<file path="config.mk">
export PLATFORM = sky130hd
export DESIGN_NAME = pipe_hazard_ctrl
export DESIGN_NICKNAME = d
export VERILOG_FILES = /design/src/rtl/pipe_hazard_ctrl.sv
export SDC_FILE = /design/constraint.sdc
export NUM_CORES = 1
export LEC_CHECK = 0
export BUFFER_PORTS_ARGS = -buffer_cell sky130_fd_sc_hd__buf_2
export CORE_UTILIZATION = 36
export DETAILED_ROUTE_END_ITERATION = 12
export GPL_ROUTABILITY_DRIVEN = 0
export PLACE_DENSITY_LB_ADDON = 0.3
export SYNTH_ARGS = -nofsm -noshare
export SYNTH_HDL_FRONTEND = slang
export SYNTH_SLANG_ARGS = --single-unit
</file>
<file path="constraint.sdc">
create_clock -name clk_50MHz -period 1.8 [get_ports clk_50MHz]
set_clock_uncertainty 0.05 [all_clocks]
set_input_delay 0.54 -clock clk_50MHz [delete_from_list [all_inputs] [get_ports clk_50MHz]]
set_output_delay 0.54 -clock clk_50MHz [all_outputs]
set_load 0.005 [all_outputs]
</file>
<file path="src/rtl/pipe_hazard_ctrl.sv">
`default_nettype none
// ============================================================================
// Module   : pipe_hazard_ctrl
// Brief    : Pipeline stall/flush controller with shared-RAM arbitration and
//            load-use / taken-branch hazard handling. Optional statistics
//            counters are enabled by defining PIPE_CTRL_STAT_EN.
// Revision : 1.0 - initial release
// ============================================================================
module pipe_hazard_ctrl #(
    parameter int RAM_CYCLES = 2
) (
    input  logic        clk_50MHz,
    input  logic        rst,
    input  logic        mem_ram_req,
    input  logic        ex_mem_read,
    input  logic [3:0]  ex_rd_addr,
    input  logic [3:0]  id_rs_addr,
    input  logic [3:0]  id_rt_addr,
    input  logic        id_rs_used,
    input  logic        id_rt_used,
    input  logic        id_branch_taken,
    output logic        pc_pause,
    output logic        ii_PC_pause,
    output logic        ii_PC_clear,
    output logic        ie_pause,
    output logic        ie_clear,
    output logic        em_pause,
    output logic        ram_sel,
    output logic [15:0] stat_stall_cnt,
    output logic [15:0] stat_flush_cnt
);

    localparam logic [0:0] S_RUN  = 1'b0;
    localparam logic [0:0] S_DATA = 1'b1;

    localparam logic [2:0] c_REMAIN_INIT = 3'(RAM_CYCLES - 1);
    localparam logic       c_SINGLE      = (RAM_CYCLES == 1);

    logic [0:0] r_state;
    logic [0:0] w_state_nxt;
    logic [2:0] r_remain;
    logic [2:0] w_remain_nxt;

    logic w_access;
    logic w_last;
    logic w_freeze;
    logic w_load_use;

    always_ff @(posedge clk_50MHz or negedge rst) begin
        if (!rst) begin
            r_state  <= S_RUN;
            r_remain <= 3'd0;
        end else begin
            r_state  <= w_state_nxt;
            r_remain <= w_remain_nxt;
        end
    end

    // Requests seen while in DATA are ignored; a still-pending request is
    // picked up again on the first RUN cycle.
    always_comb begin
        w_state_nxt  = r_state;
        w_remain_nxt = r_remain;
        case (r_state)
            S_RUN: begin
                if (mem_ram_req && !c_SINGLE) begin
                    w_state_nxt  = S_DATA;
                    w_remain_nxt = c_REMAIN_INIT;
                end
            end
            S_DATA: begin
                w_remain_nxt = r_remain - 3'd1;
                if (r_remain == 3'd1) begin
                    w_state_nxt = S_RUN;
                end
            end
            default: begin
                w_state_nxt  = S_RUN;
                w_remain_nxt = 3'd0;
            end
        endcase
    end

    always_comb begin
        w_access   = (r_state == S_DATA) || ((r_state == S_RUN) && mem_ram_req);
        w_last     = ((r_state == S_DATA) && (r_remain == 3'd1)) ||
                     ((r_state == S_RUN) && mem_ram_req && c_SINGLE);
        w_freeze   = w_access && !w_last;
        w_load_use = ex_mem_read &&
                     ((id_rs_used && (ex_rd_addr == id_rs_addr)) ||
                      (id_rt_used && (ex_rd_addr == id_rt_addr)));

        pc_pause    = 1'b0;
        ii_PC_pause = 1'b0;
        ii_PC_clear = 1'b0;
        ie_pause    = 1'b0;
        ie_clear    = 1'b0;
        em_pause    = 1'b0;
        ram_sel     = 1'b0;

        // Outputs are held low for the whole time reset is asserted.
        if (rst) begin
            ram_sel = w_access;
            if (w_freeze) begin
                pc_pause    = 1'b1;
                ii_PC_pause = 1'b1;
                ie_pause    = 1'b1;
                em_pause    = 1'b1;
            end else if (w_load_use) begin
                pc_pause    = 1'b1;
                ii_PC_pause = 1'b1;
                ie_clear    = 1'b1;
            end else if (id_branch_taken) begin
                ii_PC_clear = 1'b1;
            end else if (w_last) begin
                pc_pause    = 1'b1;
                ii_PC_clear = 1'b1;
            end
        end
    end

`ifdef PIPE_CTRL_STAT_EN
    logic [15:0] r_stall_cnt;
    logic [15:0] r_flush_cnt;

    // Saturating counters: they stick at 0xFFFF rather than wrap.
    always_ff @(posedge clk_50MHz or negedge rst) begin
        if (!rst) begin
            r_stall_cnt <= 16'd0;
            r_flush_cnt <= 16'd0;
        end else begin
            if (pc_pause && (r_stall_cnt != 16'hFFFF)) begin
                r_stall_cnt <= r_stall_cnt + 16'd1;
            end
            if (ii_PC_clear && (r_flush_cnt != 16'hFFFF)) begin
                r_flush_cnt <= r_flush_cnt + 16'd1;
            end
        end
    end

    assign stat_stall_cnt = r_stall_cnt;
    assign stat_flush_cnt = r_flush_cnt;
`else
    assign stat_stall_cnt = 16'd0;
    assign stat_flush_cnt = 16'd0;
`endif

endmodule
`default_nettype wire

</file>
[Word level (Yosys, flattened, before mapping)]
Cells that the tools add are included.
Word-level totals
  register bits after elaboration: 4
  input bits: 19
Operators by class
  reduce and logical (&&, ||, !) cells: 9
  equality and inequality tests: 4
  add/sub/neg operators: 1
  bitwise gates (word level): 1
  muxes and demuxes: 22
Operators with widths (number)
  2-to-1 mux 1 bit: 19
  equality test 4 bit: 2
  logical AND 1 bit: 6
  case mux 3 bit (2 select lines): 1
  equality test 3 x 1 -> 1 bit, second input constant: 1
  2-to-1 mux 3 bit: 1
  subtractor 3 x 1 -> 3 bit, second input constant: 1
  logical OR 1 bit: 2
  inequality test 2 bit, second input constant: 1
  case mux 1 bit (2 select lines): 1
  zero test 1 bit: 1
  inverter 1 bit: 1

[Logic depth before layout (Yosys ltp)]
  depth after elaboration: 7
  depth in mapped cells: 6
  mapped depth without buffers: 5

[Least setup slack after synthesis]
Ideal clock, no wire load.
  path kind: input-to-output
  start: input port ex_rd_addr[1]
  end: output port ie_clear
  data arrival time: 1.157 ns
  cell stages on the path: 4
  path slack: 0.053 ns
  cell sequence: xnor2_1 nand3_1 o22ai_2 and3b_1
Between the ends
  word-level cells in the longest chain between the ends: 7
  elaborated cells on any way between the ends: 9
  classes of those cells: eq/ne (2); mux (3); reduce/logical (4)
RTL lines
  start: declaration: RTL line 16  | input logic [3:0] ex_rd_addr,
  equality test 4 bit, on equally long branches: RTL line 90, 91
  logical AND 1 bit, on equally long branches: RTL line 90, 91
  logical OR 1 bit *: RTL line 90  | ((id_rs_used && (ex_rd_addr == id_rs_addr)) ||
  logical AND 1 bit *: RTL line 89  | w_load_use = ex_mem_read &&
  2-to-1 mux 1 bit *: RTL line 109  | end else if (w_load_use) begin
  2-to-1 mux 1 bit *: RTL line 104  | if (w_freeze) begin
  2-to-1 mux 1 bit *: RTL line 102  | if (rst) begin
  end: declaration: RTL line 26  | output logic ie_clear,
Every way passes the cells marked *; elsewhere a longest branch is shown, timed or not.

[Worst setup path after layout]
  start: input port id_rt_addr[0]
  end: output port ie_clear
Between the ends
  word-level cells in the longest chain between the ends: 7
RTL lines
  start: declaration: RTL line 18  | input logic [3:0] id_rt_addr,
  equality test 4 bit: RTL line 91  | (id_rt_used && (ex_rd_addr == id_rt_addr)));
  logical AND 1 bit: RTL line 91
  logical OR 1 bit: RTL line 90
  logical AND 1 bit: RTL line 89
  2-to-1 mux 1 bit: RTL line 109
  2-to-1 mux 1 bit: RTL line 104
  2-to-1 mux 1 bit: RTL line 102
No other way between the ends.

==> impl_metrics.toml <==
[status]
status = "finished, violations left"
violations = "negative setup slack"

[cts]
htree_levels = 1
cts-root-buf = "clkbuf_4"
clkLatencyLatePin_ns = 0.23
cts.path.max_buffers = 2
cts_tree = "yes"
numCtsBuffers = 3
cts.clk_slew.worst_paths_ns = 0.04
clock_sinks = 4

[route]
drt_iter0_drc = 3
drt_wl_total_um = 990
drc = 0
vias = 482
wl_per_cell_um = 7.92
ant_nets = 0
drt_pass1_iterations = 4
avgViaCountPerCell = 3.86

[setup_path]
critPathLaunchType = "primary input"
slowest_stage = "o22ai_2"
critical_path.endpoint_type = "primary output"
crit_fanout = 4
crit_chain = "buf_6, xnor2_2, nand3_1, o22ai_2, and3b_1, buf_2"
reg2reg_to = "r_state$_DFF_PN0_"
cp_slowest_stage_delay_ns = 0.25
rrSetupSlack_ns = 0.42
critPathLaunch = "id_rt_addr[0]"
crit_type = "primary input to primary output"
cp.arrival_ns = 1.42
reg2reg_from = "r_remain[1]$_DFFE_PN0P_"
cp-endpoint = "ie_clear"
critPathRequiredTime_ns = 1.21
reg2reg_depth = 7

[layout]
drive_gt1_share_pct = 43.1
utilization_pct = 51.5
stdcell_area_um2 = 793
diodes = 0
finalNetCount = 132
syn2layout_area_growth_pct = 29.7

[global_routing]
grt_pass1_wl_um = 1370
grt-ovfl-total = 0
antenna_found_initial = 0
grt_max_degree = 8
globalRouteTotalUtil_pct = 10.8
grt_pass1_vias = 373

[logic_synthesis]
avgSynthCellArea_um2 = 8.27
netlist_area_um2 = 612
synth_top_cell_area_share_pct = 40.5
yosysTopAreaCell = "buf_4"
synth_seq_cells = 4
synthCells = 74
synthFlopType = "dfrtp_1"
netlist-cell-type-count = 21
yosysSeqAreaShare_pct = 16.4
yosys_warnings = 0
synth_common_cells = "buf_4, xnor2_1, dfrtp_1, nand3_1, nand2_1"
async_reset_ff_share_pct = 100
synth_edf_count = 0
synthTopCellsByArea = "buf_4, dfrtp_1, xnor2_1"
synth_most_common_cell = "buf_4"

[power]
swShare_pct = 36.2
power.density_nw_per_um2 = 957
combinationalPowerShare_pct = 61.1
p_sw_w = 0.000275
p_int_w = 0.000484
leakage_nw = 0.433
seqPwrFrac_pct = 24.5
p_clk_share_pct = 14.4
vdd_drop_max_v = 0.000373

[timing]
drv_slew = 0
setup_tns_ns = -0.985
fin_ws_ns = -0.207
period_needed_ns = 2.01
hold_violations = 0
period_share_pct = 111
report.final.setup_viol = 6
timing.fmax_mhz = 498
rsz0062_at_grt = "yes"

[die]
die_height_um = 43.2
rows = 14
core_area_um2 = 1540
die_area_um2 = 1870
ios = 58
die_w_um = 43.2
initial_utilization_pct = 39.7

[placement]
dp_hpwl_um = 770
port_buffers = 25
post_dp_cell_area_um2 = 656

[job]
maxCapViolations = 0

[worst_hold_path]
hp-class = "primary input to asynchronous set/reset pin"
stage by stage:
| step | setup WS [ns] | hold WS (ns) | total power (W) | std cells |
|---|---|---|---|---|
| 2_1_floorplan | 0.0527 | 0.194 | 0.000448 | 105 |
| 3_3_place_gp | -0.214 | 0.436 | 0.000521 | 117 |
| 3_5_place_dp | -0.237 | 0.460 | 0.000526 | 117 |
| 4_1_cts | -0.207 | 0.220 | 0.000729 | 123 |
| 5_1_grt | -0.305 | 0.238 | 0.000821 | 125 |
| 6_report | -0.207 | 0.223 | 0.000759 | 125 |
state kept, by name, summed over array words and instances, names as in the netlist:
name	cells
r_remain	3
r_state	1
kinds of logic after synthesis:
family	Yosys count	share of synthesized area, %
flops	4	16.4
fa+ha+maj	2	4.09
xor+xnor	9	12.9
compound gates	7	7.98
buf+inv	36	42.3
simple gates	15	15.7
other cells	1	0.613
cell usage in the layout (no fill, tap or decap), types with 2 or more instances in the layout:
cell type | netlist | routed
o21ai_0 | 2 | 2
clkbuf_4 | 0 | 3
conb_1 | 1 | 32
dfrtp_1 | 4 | 4
a21oi_1 | 2 | 2
buf_4 | 33 | 9
buf_6 | 0 | 6
xnor2_2 | 0 | 3
xnor2_1 | 9 | 6
nand2_1 | 3 | 3
inv_2 | 1 | 2
buf_2 | 0 | 19
nand3_1 | 4 | 4
power by group through the flow:
stage | Sequential, W | Combinational, W | Clock, W
floorplan | 0.000174 | 0.000274 | 0
global placement | 0.000174 | 0.000347 | 0
detailed placement | 0.000175 | 0.000351 | 0
CTS | 0.000184 | 0.000430 | 0.000115
global route | 0.000190 | 0.000511 | 0.000120
finish | 0.000186 | 0.000464 | 0.000109
repair_timing:
action / 4_1_cts / 5_1_grt
endpoints found under the setup margin: 7 / 7
pin swaps: 12 / 4
hold buffers: 0 / 0
setup buffers: 3 / 2
gates resized for setup: 13 / 0
hold endpoints to repair: 0 / 0
cloned: 0 / 0
final cells by class:
class                      instances  area, um^2
fill                             165         748
sequential                         4         100
inverter                           3        11.3
timing repair buffer              34         230
clock buffer                       3        22.5
tap                               16        20.0
multi-input combinational         65         409
how the worst min path moves through the flow:
stage	slack [ns]	end	cells past startpoint
2_1_floorplan	0.19	r_remain[0]$_DFFE_PN0P_	0
5_1_grt	0.24	r_remain[0]$_DFFE_PN0P_	2
3_3_place_gp	0.44	r_remain[1]$_DFFE_PN0P_	2
4_1_cts	0.22	r_remain[0]$_DFFE_PN0P_	2
6_report	0.22	r_state$_DFF_PN0_	2
3_5_place_dp	0.46	r_remain[1]$_DFFE_PN0P_	2
worst max-delay path: cells and delay by family:
family	cells	cell delay (ns)
simple gates	2	0.29
xor+xnor	1	0.13
buf+inv	2	0.21
compound gates	1	0.25
layer usage:
metal  share of wire, %  GRT usage [%]
met4                  0           9.09
met3                 10           3.83
met1                 32           9.11
met2                 57           19.4
met5                  0              0
Note: power is estimated with default switching activity, not from simulation.
